## src/rtl/msk_sym_sampler.sv

```systemverilog
// MSK symbol-timing sampler: integrates |I|+|Q| per sampling phase, picks the strongest
// phase by argmax scan, then decimates I/Q to symbol rate at that phase.
module msk_sym_sampler #(
    parameter int unsigned SPS      = 8,
    parameter int unsigned ACQ_SYMS = 64
) (
    input  logic                   clk,
    input  logic                   rst_n,
    input  logic signed [15:0]     i_in,
    input  logic signed [15:0]     q_in,
    input  logic                   iq_val_i,
    input  logic                   reacq_i,
    output logic signed [15:0]     i_sym,
    output logic signed [15:0]     q_sym,
    output logic                   bit_i,
    output logic                   bit_q,
    output logic                   sym_val_o,
    output logic [$clog2(SPS)-1:0] phase_o,
    output logic                   lock_o
);

    localparam int unsigned PW = $clog2(SPS);
    localparam int unsigned SW = $clog2(ACQ_SYMS);
    localparam int unsigned AW = 17 + SW;
    localparam logic [PW-1:0] PhLast  = PW'(SPS - 1);
    localparam logic [SW-1:0] SymLast = SW'(ACQ_SYMS - 1);

    typedef enum logic [1:0] {StAcq, StSearch, StTrack} state_e;

    state_e               state_q, state_d;
    logic [1:0]           rst_sync_q;
    logic                 rst_sync_n;
    logic [PW-1:0]        ph_q;
    logic [SW-1:0]        sym_cnt_q;
    logic [AW-1:0]        acc_q [SPS];
    logic [PW-1:0]        scan_q;
    logic [AW-1:0]        best_val_q;
    logic [PW-1:0]        best_idx_q;
    logic [PW-1:0]        best_idx_d;
    logic [PW-1:0]        phase_q;
    logic                 lock_q;
    logic signed [15:0]   i_sym_q, q_sym_q;
    logic                 bit_i_q, bit_q_q, sym_val_q;
    logic [16:0]          mag;
    logic [AW-1:0]        cand;
    logic                 better;
    logic                 ph_last;
    logic                 acq_done;
    logic                 scan_last;
    logic                 capture;

    // |x| with -32768 clamped to 32767 so the result always fits 15 bits.
    function automatic logic [14:0] abs_sat(input logic signed [15:0] x);
        logic [15:0] neg;
        neg = 16'(-x);
        if (x == 16'sh8000) begin
            return 15'h7fff;
        end
        return x[15] ? neg[14:0] : x[14:0];
    endfunction

    // Assertion is immediate; release is retimed through two flops.
    always_ff @(posedge clk or negedge rst_n) begin
        if (!rst_n) begin
            rst_sync_q <= 2'b00;
        end else begin
            rst_sync_q <= {rst_sync_q[0], 1'b1};
        end
    end

    assign rst_sync_n = rst_sync_q[1];

    assign mag       = {2'b00, abs_sat(i_in)} + {2'b00, abs_sat(q_in)};
    assign ph_last   = (ph_q == PhLast);
    assign acq_done  = (state_q == StAcq) && iq_val_i && ph_last && (sym_cnt_q == SymLast);
    assign scan_last = (scan_q == PhLast);
    assign capture   = (state_q == StTrack) && iq_val_i && (ph_q == phase_q);

    always_comb begin
        cand       = acc_q[scan_q];
        better     = cand > best_val_q;
        best_idx_d = better ? scan_q : best_idx_q;
    end

    always_comb begin
        state_d = state_q;
        case (state_q)
            StAcq:    if (acq_done)  state_d = StSearch;
            StSearch: if (scan_last) state_d = StTrack;
            StTrack:  state_d = StTrack;
            default:  state_d = StAcq;
        endcase
        if (reacq_i) begin
            state_d = StAcq;
        end
    end

    always_ff @(posedge clk or negedge rst_sync_n) begin
        if (!rst_sync_n) begin
            state_q <= StAcq;
            lock_q  <= 1'b0;
            ph_q    <= '0;
        end else begin
            state_q <= state_d;
            lock_q  <= (state_d == StTrack);
            if (iq_val_i) begin
                ph_q <= ph_last ? '0 : ph_q + PW'(1);
            end
        end
    end

    // Phase energy integration; a reacq request clears it even if it coincides with completion.
    always_ff @(posedge clk or negedge rst_sync_n) begin
        if (!rst_sync_n) begin
            sym_cnt_q <= '0;
            for (int unsigned k = 0; k < SPS; k++) begin
                acc_q[k] <= '0;
            end
        end else if (reacq_i) begin
            sym_cnt_q <= '0;
            for (int unsigned k = 0; k < SPS; k++) begin
                acc_q[k] <= '0;
            end
        end else if (state_q == StAcq && iq_val_i) begin
            acc_q[ph_q] <= acc_q[ph_q] + AW'(mag);
            if (ph_last) begin
                sym_cnt_q <= sym_cnt_q + SW'(1);
            end
        end
    end

    always_ff @(posedge clk or negedge rst_sync_n) begin
        if (!rst_sync_n) begin
            scan_q     <= '0;
            best_val_q <= '0;
            best_idx_q <= '0;
            phase_q    <= '0;
        end else begin
            if (state_q != StSearch) begin
                scan_q     <= '0;
                best_val_q <= '0;
                best_idx_q <= '0;
            end else begin
                scan_q     <= scan_q + PW'(1);
                best_idx_q <= best_idx_d;
                if (better) begin
                    best_val_q <= cand;
                end
            end
            if (state_q == StSearch && state_d == StTrack) begin
                phase_q <= best_idx_d;
            end
        end
    end

    // Capture depends on the current state, so a sample taken in a reacq cycle still emits.
    always_ff @(posedge clk or negedge rst_sync_n) begin
        if (!rst_sync_n) begin
            i_sym_q   <= '0;
            q_sym_q   <= '0;
            bit_i_q   <= 1'b0;
            bit_q_q   <= 1'b0;
            sym_val_q <= 1'b0;
        end else begin
            sym_val_q <= capture;
            if (capture) begin
                i_sym_q <= i_in;
                q_sym_q <= q_in;
                bit_i_q <= ~i_in[15];
                bit_q_q <= ~q_in[15];
            end
        end
    end

    assign i_sym     = i_sym_q;
    assign q_sym     = q_sym_q;
    assign bit_i     = bit_i_q;
    assign bit_q     = bit_q_q;
    assign sym_val_o = sym_val_q;
    assign phase_o   = phase_q;
    assign lock_o    = lock_q;

endmodule

```

## config.mk

```make
export PLATFORM = sky130hd
export DESIGN_NAME = msk_sym_sampler
export DESIGN_NICKNAME = d
export VERILOG_FILES = /design/src/rtl/msk_sym_sampler.sv
export SDC_FILE = /design/constraint.sdc
export NUM_CORES = 1
export LEC_CHECK = 0
export ABC_AREA = 1
export CORE_MARGIN = 4
export CORE_UTILIZATION = 50
export DETAILED_ROUTE_END_ITERATION = 16
export PLACE_DENSITY = 0.71
export SLEW_MARGIN = 30
export SYNTH_ARGS = -nofsm -noshare
export SYNTH_HDL_FRONTEND = slang
export SYNTH_SLANG_ARGS = --single-unit
```

## constraint.sdc

```tcl
create_clock -name clk -period 7.9 [get_ports clk]
set_clock_uncertainty 0.15 [all_clocks]
set_input_delay 0.79 -clock clk [delete_from_list [all_inputs] [get_ports clk]]
set_output_delay 0.79 -clock clk [all_outputs]
set_load 0.02 [all_outputs]
```

Word level (Yosys, flattened, before mapping)
Index checks and enable logic that the tools add are counted.
{ "word_totals": {"regBits": 265, "latchBits": 0, "ramBits": 0, "rom_bits": 0, "input_bits": 36, "out_inout_bits": 39, "word_cells": 91, "mem_count": 0} }
{ "op_classes": {"n_addsub": 7, "n_mul": 0, "div": 0, "n_lt_le_gt_ge": 4, "n_eq_ne": 10, "shifts": 0, "muxes": 32, "bitwise_logic": 4, "reduce_logical": 12} }
{ "op_table": {"columns": ["operator", "n"], "rows": [
  ["2-to-1 mux 184 bit", 2],
  ["bitwise mux 184 bit", 1],
  ["2-to-1 mux 23 bit", 7],
  ["binary-select mux 23 bit (select 3 bit)", 2],
  ["2-to-1 mux 15 bit", 6],
  ["demux 23 bit (select 3 bit)", 1],
  ["== test 16 bit (second input constant)", 2],
  ["negation 15 bit", 2],
  ["adder 23 x 16 -> 23 bit", 1],
  ["greater-than comparator 23 bit", 1],
  ["2-to-1 mux 6 bit", 3],
  ["adder 15 x 15 -> 16 bit", 1],
  ["2-to-1 mux 3 bit", 4],
  [">= comparator 4 bit (second input constant)", 2],
  ["inverter 3 -> 4 bit", 2],
  ["logical AND 1 bit", 7],
  ["adder 3 x 1 -> 3 bit (second input constant)", 2],
  ["adder 6 x 1 -> 6 bit (second input constant)", 1],
  ["== test 3 bit (second input constant)", 2],
  ["== test 6 bit (second input constant)", 1],
  ["2-to-1 mux 2 bit", 3],
  ["case mux 2 bit (3 select lines)", 1],
  ["nonzero test 2 bit", 3],
  ["== test 2 bit (second input constant)", 2],
  ["other kinds (8)", 10]
]} }

Longest topological paths before layout
Gate-level depths: netlist of the first run.
{ "depth": {"ltp_word": 9, "mapped_depth": 29, "depth_no_buf": 28} }

Worst setup path after synthesis of the first run
OpenSTA, ideal clock, no wires.
{ "synth_path": {"kind": "input -> register", "startpoint": "input port q_in[1]", "endpoint": "register acc_q[106] (netlist name)", "setup_time_ns": 0.141, "arrival_time_ns": 4.144, "required_time_ns": 7.609, "setup_slack_ns": 3.465, "path_stages": 24, "path_buffers": 1, "cell_sequence": "inv_1 ha_1 inv_1 nor3_1 inv_1 nor3_1 nand2_1 inv_1 nand2_1 nor2_1 inv_1 clkbuf_1 nand2_1 inv_1 fa_1 inv_1 ha_1 or2_2 nand3_1 nand2_1 nand2_1 nand2_1 xnor2_1 o21ai_0"} }
{ "synth_via": {"elab_chain_len": 8, "elab_cells_between_ends": 10, "classes_between": "add/sub (3); eq/ne (1); mux (6)"} }
{ "synth_lines": {"columns": ["element", "line", "text"], "rows": [
  ["from (decl)", "10", "input logic signed [15:0] q_in,"],
  ["negation 15 bit or == test 16 bit (tied branches)", "55, 56", null],
  ["2-to-1 mux 15 bit or 2-to-1 mux 1 bit (tied branches)", "59, 56", null],
  ["2-to-1 mux 15 bit *", "59", "return x[15] ? neg[14:0] : x[14:0];"],
  ["adder 15 x 15 -> 16 bit *", "73", "assign mag = {2'b00, abs_sat(i_in)} + {2'b00, abs_sat(q_in)};"],
  ["adder 23 x 16 -> 23 bit *", "125", "acc_q[ph_q] <= acc_q[ph_q] + AW'(mag);"],
  ["bitwise mux 184 bit *", "125", null],
  ["2-to-1 mux 184 bit *", "124", "end else if (state_q == StAcq && iq_val_i) begin"],
  ["2-to-1 mux 184 bit *", "119", "end else if (reacq_i) begin"],
  ["to (signal, indexed assignment)", "125", null],
  ["to (decl)", "35", "logic [AW-1:0] acc_q [SPS];"]
]} }
Every way passes the cells marked *; elsewhere a longest branch is shown, timed or not. The select of a mux whose other input is x is not followed.
A chain may end at the register's enable or synchronous reset.

Final worst setup path of the first run
{ "layout_path": {"startpoint": "register ph_q[2]", "endpoint": "register acc_q[83] (netlist name)"} }
{ "layout_via": {"elab_chain_len": 8, "elab_cells_between_ends": 13, "classes_between": "add/sub (1); order compare (2); mux (8); bitwise (1); reduce/logical (1)"} }
{ "layout_lines": {"columns": ["element", "line", "text"], "rows": [
  ["from (decl)", "33", "logic [PW-1:0] ph_q;"],
  ["from (signal assigned)", "107", "ph_q <= ph_last ? '0 : ph_q + PW'(1);"],
  ["inverter 3 -> 4 bit (implied by the code) *", "125", null],
  ["binary-select mux 23 bit (select 3 bit), or another cell as far along", "125", null],
  ["2-to-1 mux 23 bit (implied by the code) or logical AND 1 bit (tied branches)", "125", null],
  ["2-to-1 mux 23 bit (implied by the code)", "125", null],
  ["adder 23 x 16 -> 23 bit or demux 23 bit (select 3 bit) (tied branches)", "125", null],
  ["bitwise mux 184 bit *", "125", null],
  ["2-to-1 mux 184 bit *", "124", null],
  ["2-to-1 mux 184 bit *", "119", null]
]} }
Marked as above.

==> results of run 1 <==
-- sequential cells by signal, indices dropped and copies added, names as in the netlist, 2 cells and up --
signal / flops
best_val_q: 23
acc_q: 184
phase_o: 3
state_q: 2
scan_q: 3
best_idx_q: 3
ph_q: 3
rst_sync_q: 2
sym_cnt_q: 6
i_sym: 16
q_sym: 16
-- power groups by stage --
stage | registers, mW | logic (mW) | clock network [mW]
after global placement | 1.56 | 1.47 | 0
after CTS | 1.54 | 1.49 | 1.42
after global routing | 1.55 | 1.66 | 1.48
after detailed placement | 1.56 | 1.48 | 0
after floorplan | 1.55 | 1.02 | 0
final | 1.54 | 1.53 | 1.42
-- layout make-up --
class	count	area [µm²]	share of cell area, %
Timing Repair Buffer	96	913	5.20
Clock inverter	13	144	0.819
Clock buffer	43	850	4.83
Multi-Input combinational cell	1340	7350	41.8
Sequential cell	265	6640	37.8
Inverter	314	1190	6.75
Tap cell	396	495	2.82
-- stage by stage --
stage | std cells | hold slack, ps | worst slack (ps) | instance area [µm²] | utilization (%)
final | 2467 | 54.5 | 2430 | 17600 | 57.3
after floorplan | 2003 | 181 | 3400 | 15600 | -
after global placement | 2411 | 52.6 | 2540 | 16600 | 54.0
after detailed placement | 2411 | 56.2 | 2360 | 16600 | 54.0
after CTS | 2467 | 61.9 | 2600 | 17600 | 57.3
after global routing | 2467 | 85.4 | 2300 | 17600 | 57.3
-- per-layer routing --
layer	global-route usage [%]	wire length [µm]	vias to the layer above
li1	-	-	6769
met1	40.2	19900	6941
met2	46.4	22400	803
met3	7.46	5710	228
met4	16.5	3380	0
met5	0	0	-
-- cell usage in the layout, fill, tap and decap left out, types with 8 or more instances in the layout --
cell and n:
a21oi_1 140, a221oi_1 17, a22oi_1 9, a31oi_1 22, buf_4 20, clkbuf_1 8
clkbuf_16 30, clkdlybuf4s50_1 74, dfrtp_1 262, fa_1 16, ha_1 45, inv_1 293
inv_2 14, nand2_1 400, nand2_2 16, nand2_4 8, nand3_1 104, nand3_2 8
nor2_1 93, nor3_1 12, o21ai_0 226, o21ai_1 20, o22ai_1 121, xnor2_1 8
xor2_1 16
-- how the worst min path moves through the flow --
stage,from,to,slack [ps],depth (start not counted)
final,rst_sync_q[1],sym_val_o,50,0
after global routing,rst_sync_q[1],sym_val_o,90,0
after CTS,rst_sync_q[1],q_sym[8],60,0
after detailed placement,rst_sync_q[1],q_sym[8],60,0
after global placement,rst_sync_q[1],q_sym[11],50,0
after floorplan,rst_sync_q[0],rst_sync_q[1],180,0
-- kinds of logic after synthesis --
| group | share of synthesized area, % |
|---|---|
| AOI/OAI and AO/OA | 20.8 |
| xor gates and xnor gates | 1.45 |
| adders and majority gates | 5.67 |
| buffers and inverters | 10.3 |
| DFF | 42.6 |
| other | 0.0241 |
| and+or+nand+nor | 19.2 |
-- worst reg2reg max path: cells and delay by family (launching register included) --
kind,cells,cell delay (ps)
DFF,1,830
AOI/OAI and AO/OA,3,800
adders and majority gates,2,670
buffers and inverters,5,1330
and+or+nand+nor,6,930
xor gates and xnor gates,1,590
==> summary.txt, run 1 <==
Status
  – Status: completed

Setup path
  – R2R depth: 17
  – Worst Setup SP: ph_q[2]
  – Cell mode on critical path: nand2_1
  – CP top delay family: buffers and inverters
  – Crit-path slowest cell: dfrtp_1
  – Critical Path Max Stage Delay: 830 ps
  – Critical path buffer and inverter count: 5
  – R2R Setup Slk: 2430 ps
  – Crit Path Category: register to register
  – FF-to-FF End: acc_q[83]
  – Startpoint types: register
  – WP data arrival: 5750 ps
  – Crit path max fanout: 12
  – FF-to-FF Start: ph_q[2]
  – CP Capture Type: register
  – Crit-path cells: inv_2 -> nand3_1 -> buf_4 -> clkinv_1 -> a221oi_1 -> o2111ai_1 -> inv_1 -> fa_1 -> inv_1 -> ha_1 -> or2_2 -> nand3_1 -> nand2_1 -> nand2_1 -> nand2_1 -> xnor2_1 -> o22ai_1
  – Critical Path End: acc_q[83]
  – Levels on crit path: 17
  – Critical path required time: 8180 ps

Placed design
  – Post-DP HPWL: 33,600 µm
  – Routability congestion estimate: 0.929
  – Port bufs: 74

Routing
  – WL final: 51,500 µm
  – Vias post-DR: 14.7k
  – WL per Instance: 20.9 µm
  – Residual DRC: 0
  – Final ANT Viol Nets: 0
  – Vias per inst: 5.98
  – DRT iter0 DRCs: 1,700
  – Drt first pass iters: 5

GRT
  – Largest net degree at the start of global routing: 93
  – First-pass GRT wire length: 81,300 µm
  – Total gr overflow: 0
  – Vias in the first global route: 14.5k
  – Total GRT Usage: 30.4%
  – Antenna violations before repair: 0

CTS
  – CTS Buf Count: 30
  – Setup bufs post-CTS: 0
  – Post-CTS Resized: 0
  – CTS tree: yes
  – Root buffer cell: clkbuf_16
  – Max clock buf depth: 3
  – Clk pin slew, worst setup/hold paths: 60 ps
  – Clock Sinks: 265
  – Worst-Skew Late Latency: 600 ps
  – Htree depth: 1
  – Count of hold-fix buffers inserted at cts: 0

Timing
  – Hold Vio Cnt, Final: 0
  – Final Critical Period: 5470 ps
  – Setup TNS: 0 ps
  – RSZ-0062 raised after global routing: no
  – Final setup violation count: 0
  – Final Cycle Share: 69.3%
  – Slew headroom: 30.4%
  – Least-Margin Pin Slew: 1040 ps
  – Max Fclk: 183 MHz
  – Final Max Slew Viols: 0

Floorplan
  – Die height: 184 µm
  – Core region area: 0.0307 mm²
  – Initial Util: 50.8%
  – Die W: 184 µm
  – Die area: 0.0340 mm²
  – Top Ports: 75
  – FP Rows: 64

Power and ir drop
  – Gate power share: 34.1%
  – Overall power: 4.50 mW
  – Internal: 2.69 mW
  – Pwr Density: 256 mW/mm²
  – Switching share of power: 40.2%
  – Clock Power Share: 31.5%
  – Switching pwr: 1.81 mW
  – Pleak: 8.26 nW
  – Max VDD drop: 0.000199 V
  – Flop pwr share: 34.4%

Final layout
  – Layout Nets: 2,144
  – P&R area growth vs syn: 12.9%
  – Fill cells: 2,805
  – Share of layout cells above drive strength 1: 6.95%
  – Antenna diode count: 0

Logic synthesis
  – Synth cell types: 55
  – Synth warn: 0
  – Syn avg cell area: 7.77 µm²
  – Post-Synthesis Cells: 2,003
  – Synth top cells by count: nand2_1 (402), inv_1 (294), dfrtp_1 (265)
  – Fraction of registers with async set/reset: 100%
  – Area contributors post-synth: dfrtp_1 (43%), nand2_1 (9.7%), o21ai_0 (7.3%)
  – Share of the synthesized area in the top cell type: 42.6%
  – Number of synthesized flops with an enable pin: 0
  – Synthesized flop and latch total: 265
  – Top_reg_cell synth: dfrtp_1
  – Seq/Total Area, Yosys: 42.6%
  – Post-Syn Nets: 2,100
  – Most common cell in the synthesized netlist: nand2_1
  – Synth Cell Area: 0.0156 mm²
  – Cell accounting for the most synthesized area: dfrtp_1

Flow run
  – Max_cap viols: 0

Min path
  – Hold Path Class: register to async pin
No activity file was read; power rests on OpenSTA's default activity.
==> run 2, diff against run 1 <==
--- a/config.mk
+++ b/config.mk
@@ -9,7 +9,7 @@
 export CORE_MARGIN = 4
 export CORE_UTILIZATION = 50
 export DETAILED_ROUTE_END_ITERATION = 16
-export PLACE_DENSITY = 0.71
+export PLACE_DENSITY = 0.68
 export SLEW_MARGIN = 30
 export SYNTH_ARGS = -nofsm -noshare
 export SYNTH_HDL_FRONTEND = slang
==> constraint.sdc (replaced) <==
create_clock -name clk -period 5.13 [get_ports clk]
set_clock_uncertainty 0.15 [all_clocks]
set_input_delay 0.513 -clock clk [delete_from_list [all_inputs] [get_ports clk]]
set_output_delay 0.513 -clock clk [all_outputs]
set_load 0.02 [all_outputs]
==> run 2 against run 1 <==
Against the previous run:
- critical path depth increased by 9
- final cell count increased by 1.9%
- wire length increased by 3.9%
- hold slack improved by 140 ps
- count of clock-buffer cells in the layout decreased by 3
- register-to-register slack got worse by 1800 ps
- non-clock buffer count increased by 48
- global-route usage increased by 0.81 points
- critical endpoint is now acc_q[130]
- highest routed layer unchanged
==> summary.txt, run 2 (synthesized netlist as in run 1, its figures left out) <==
Final layout
  – P&R area growth vs syn: 16.0%
  – Fill cells: 2,852 (+1.7%)
  – Post-layout util: 58.9% (+1.6 points)
  – Layout Nets: 2,192 (+2.2%)
  – Largest register FFs: 184 (unchanged)
  – Share of layout cells above drive strength 1: 9.30% (+2.3 points)
  – Antenna diode count: 0 (unchanged)
  – Most common cell after layout, fill and taps aside: nand2_1
  – Post-layout instance area: 0.0181 mm² (+2.8%)
  – Commonest non-fill, non-tap cells in the layout: nand2_1 (401), inv_1 (293), dfrtp_1 (262)
  – Largest Register: acc_q
  – Biggest regs: acc_q (184), best_val_q (23)

CTS
  – Max clock buf depth: 3 (unchanged)
  – Worst-Skew Late Latency: 580 ps (-20 ps)
  – Root buffer cell: clkbuf_16
  – Clk pin slew, worst setup/hold paths: 60 ps (about the same)
  – CTS tree: yes
  – Clock Sinks: 265 (unchanged)
  – Htree depth: 1 (unchanged)
  – CTS Buf Count: 30 (unchanged)

Routing
  – Vias per inst: 5.95 (-0.42%)
  – Final ANT Viol Nets: 0 (unchanged)
  – Drt first pass iters: 5 (unchanged)
  – DRT iter0 DRCs: 1,595 (-6.2%)
  – Vias post-DR: 15.0k (+1.5%)
  – WL final: 53,500 µm (+3.9%)
  – Residual DRC: 0 (unchanged)
  – WL per Instance: 21.3 µm (+1.9%)

Timing
  – Hold WS: 200 ps (+145 ps)
  – RSZ-0062 raised after global routing: no
  – Final Cycle Share: 88.9%
  – Final Critical Period: 4560 ps
  – Slew headroom: 38.3% (+7.9 points)
  – Final setup violation count: 0 (unchanged)
  – Hold Vio Cnt, Final: 0 (unchanged)
  – Setup TNS: 0 ps (unchanged)
  – Max Fclk: 219 MHz
  – Final Max Slew Viols: 0 (unchanged)
  – Setup slack after layout: 571 ps (-1860 ps)
  – Least-Margin Pin Slew: 923 ps (-118 ps)

Placed design
  – Post-DP HPWL: 35,800 µm (+6.3%)
  – Routability congestion estimate: 0.920 (-0.97%)
  – Worst slack at placement: 45.7 ps (-2310 ps)
  – Dpl cell area: 0.0170 mm² (+2.4%)
  – Port bufs: 74 (unchanged)

Setup path
  – WP data arrival: 4820 ps (-930 ps)
  – FF-to-FF Start: ph_q[0]
  – Worst Setup SP: q_in[0]
  – Critical path required time: 5390 ps (-2790 ps)
  – Critical Path Max Stage Delay: 520 ps (-310 ps)
  – Cell mode on critical path: inv_1
  – Critical path buffer and inverter count: 8 (+3)
  – CP Capture Type: register
  – R2R depth: 23 (+6)
  – Levels on crit path: 26 (+9)
  – Startpoint types: primary input
  – CP top delay family: simple AND/OR/NAND/NOR gates
  – Crit-path slowest cell: fa_1
  – Crit path max fanout: 11 (-1)
  – Crit Path Category: primary input to register

Status
  – Status: completed

GRT
  – Total gr overflow: 0 (unchanged)
  – Largest net degree at the start of global routing: 122 (+31%)
  – Antenna violations before repair: 0 (unchanged)
  – Vias in the first global route: 14.6k (+0.44%)
  – First-pass GRT wire length: 83,000 µm (+2.1%)
  – Total GRT Usage: 31.2% (+0.81 points)

Flow run
  – Max_cap viols: 0 (unchanged)

Floorplan
  – Core region area: 0.0307 mm² (unchanged)
  – Die W: 184 µm (unchanged)
  – Top Ports: 75 (unchanged)
  – FP Rows: 64 (unchanged)
  – Initial Util: 50.8% (unchanged)
  – Die height: 184 µm (unchanged)
  – Die area: 0.0340 mm² (unchanged)

Min path
  – Hold Path Class: register to register
  – Hold path depth: 0
  – Hold Startpoint: rst_sync_q[0]

Power and ir drop
  – Pwr Density: 407 mW/mm² (+59%)
  – Max VDD drop: 0.000246 V (+24%)
  – Pleak: 8.57 nW (+3.7%)
run 2: cell count changes in the layout (fill, tap and decap cells not counted), sizes merged:
| cell | change |
|---|---|
| bufinv | +3 |
| clkinvlp | -4 |
| buf | +47 |
| clkinv | +4 |
| dlygate4sd3 | +1 |
| clkbuf | -3 |
run 2: cell type report:
cell class,count,area [µm²],share of cell area (%)
Multi-Input combinational cell,1340,7350,40.7
Sequential cell,265,6640,36.8
Timing Repair Buffer,144,1310,7.23
Inverter,314,1180,6.56
Clock buffer,40,868,4.81
Tap cell,396,495,2.74
Clock inverter,16,220,1.22
run 2: what timing repair did:
action                    CTS  global route
hold buffers                1             0
hold endpoints to repair    2             0
resized for setup           0             0
buffers inserted            0             0
run 2: final timing paths:
kind	slack (ps)	to
worst max-delay path	570	acc_q[130]
worst min-delay path	200	rst_sync_q[1]
worst max register to register	580	acc_q[137]
worst min register to register	200	rst_sync_q[1]
max in group asynchronous	3410	scan_q[1]
min in group asynchronous	220	i_sym[14]
run 2: metrics by stage:
step                      instances  power (mW)
final                          2515        7.36
after global routing           2515        7.71
after CTS                      2515        7.32
after detailed placement       2458        4.97
after global placement         2458        4.93
after floorplan                2003        3.96
run 2: where the power goes:
| group | leakage (nW) | internal [mW] | switching (mW) |
|---|---|---|---|
| registers | 3.67 | 2.24 | 0.0956 |
| clock network | 0.546 | 1.43 | 0.911 |
| logic | 4.35 | 0.829 | 1.84 |
| total | 8.57 | 4.51 | 2.85 |
run 2: metal layers:
| metal | vias to the layer above | share of wire [%] | global-route usage [%] |
|---|---|---|---|
| met5 | - | 0 | 0 |
| met4 | 0 | 6.1 | 17.1 |
| met3 | 193 | 10 | 6.93 |
| met2 | 767 | 45 | 47.7 |
| met1 | 7123 | 39 | 41.6 |
| li1 | 6881 | - | - |
run 2: worst reg2reg max path, stage by stage, from the launching register on:
cell	delay, ps
dfrtp_1	380
buf_4	410
nand3_2	400
inv_2	140
buf_4	240
nand2_1	80
o221ai_1	80
a211oi_1	80
o221ai_1	170
inv_1	110
fa_1	490
inv_1	40
ha_1	340
nand2_1	70
inv_1	100
nand2_1	80
nor3_1	120
nand2_1	80
nand2_1	200
nand4_2	150
nand2_2	140
nand3_2	180
nand3_1	150
nand2_1	60
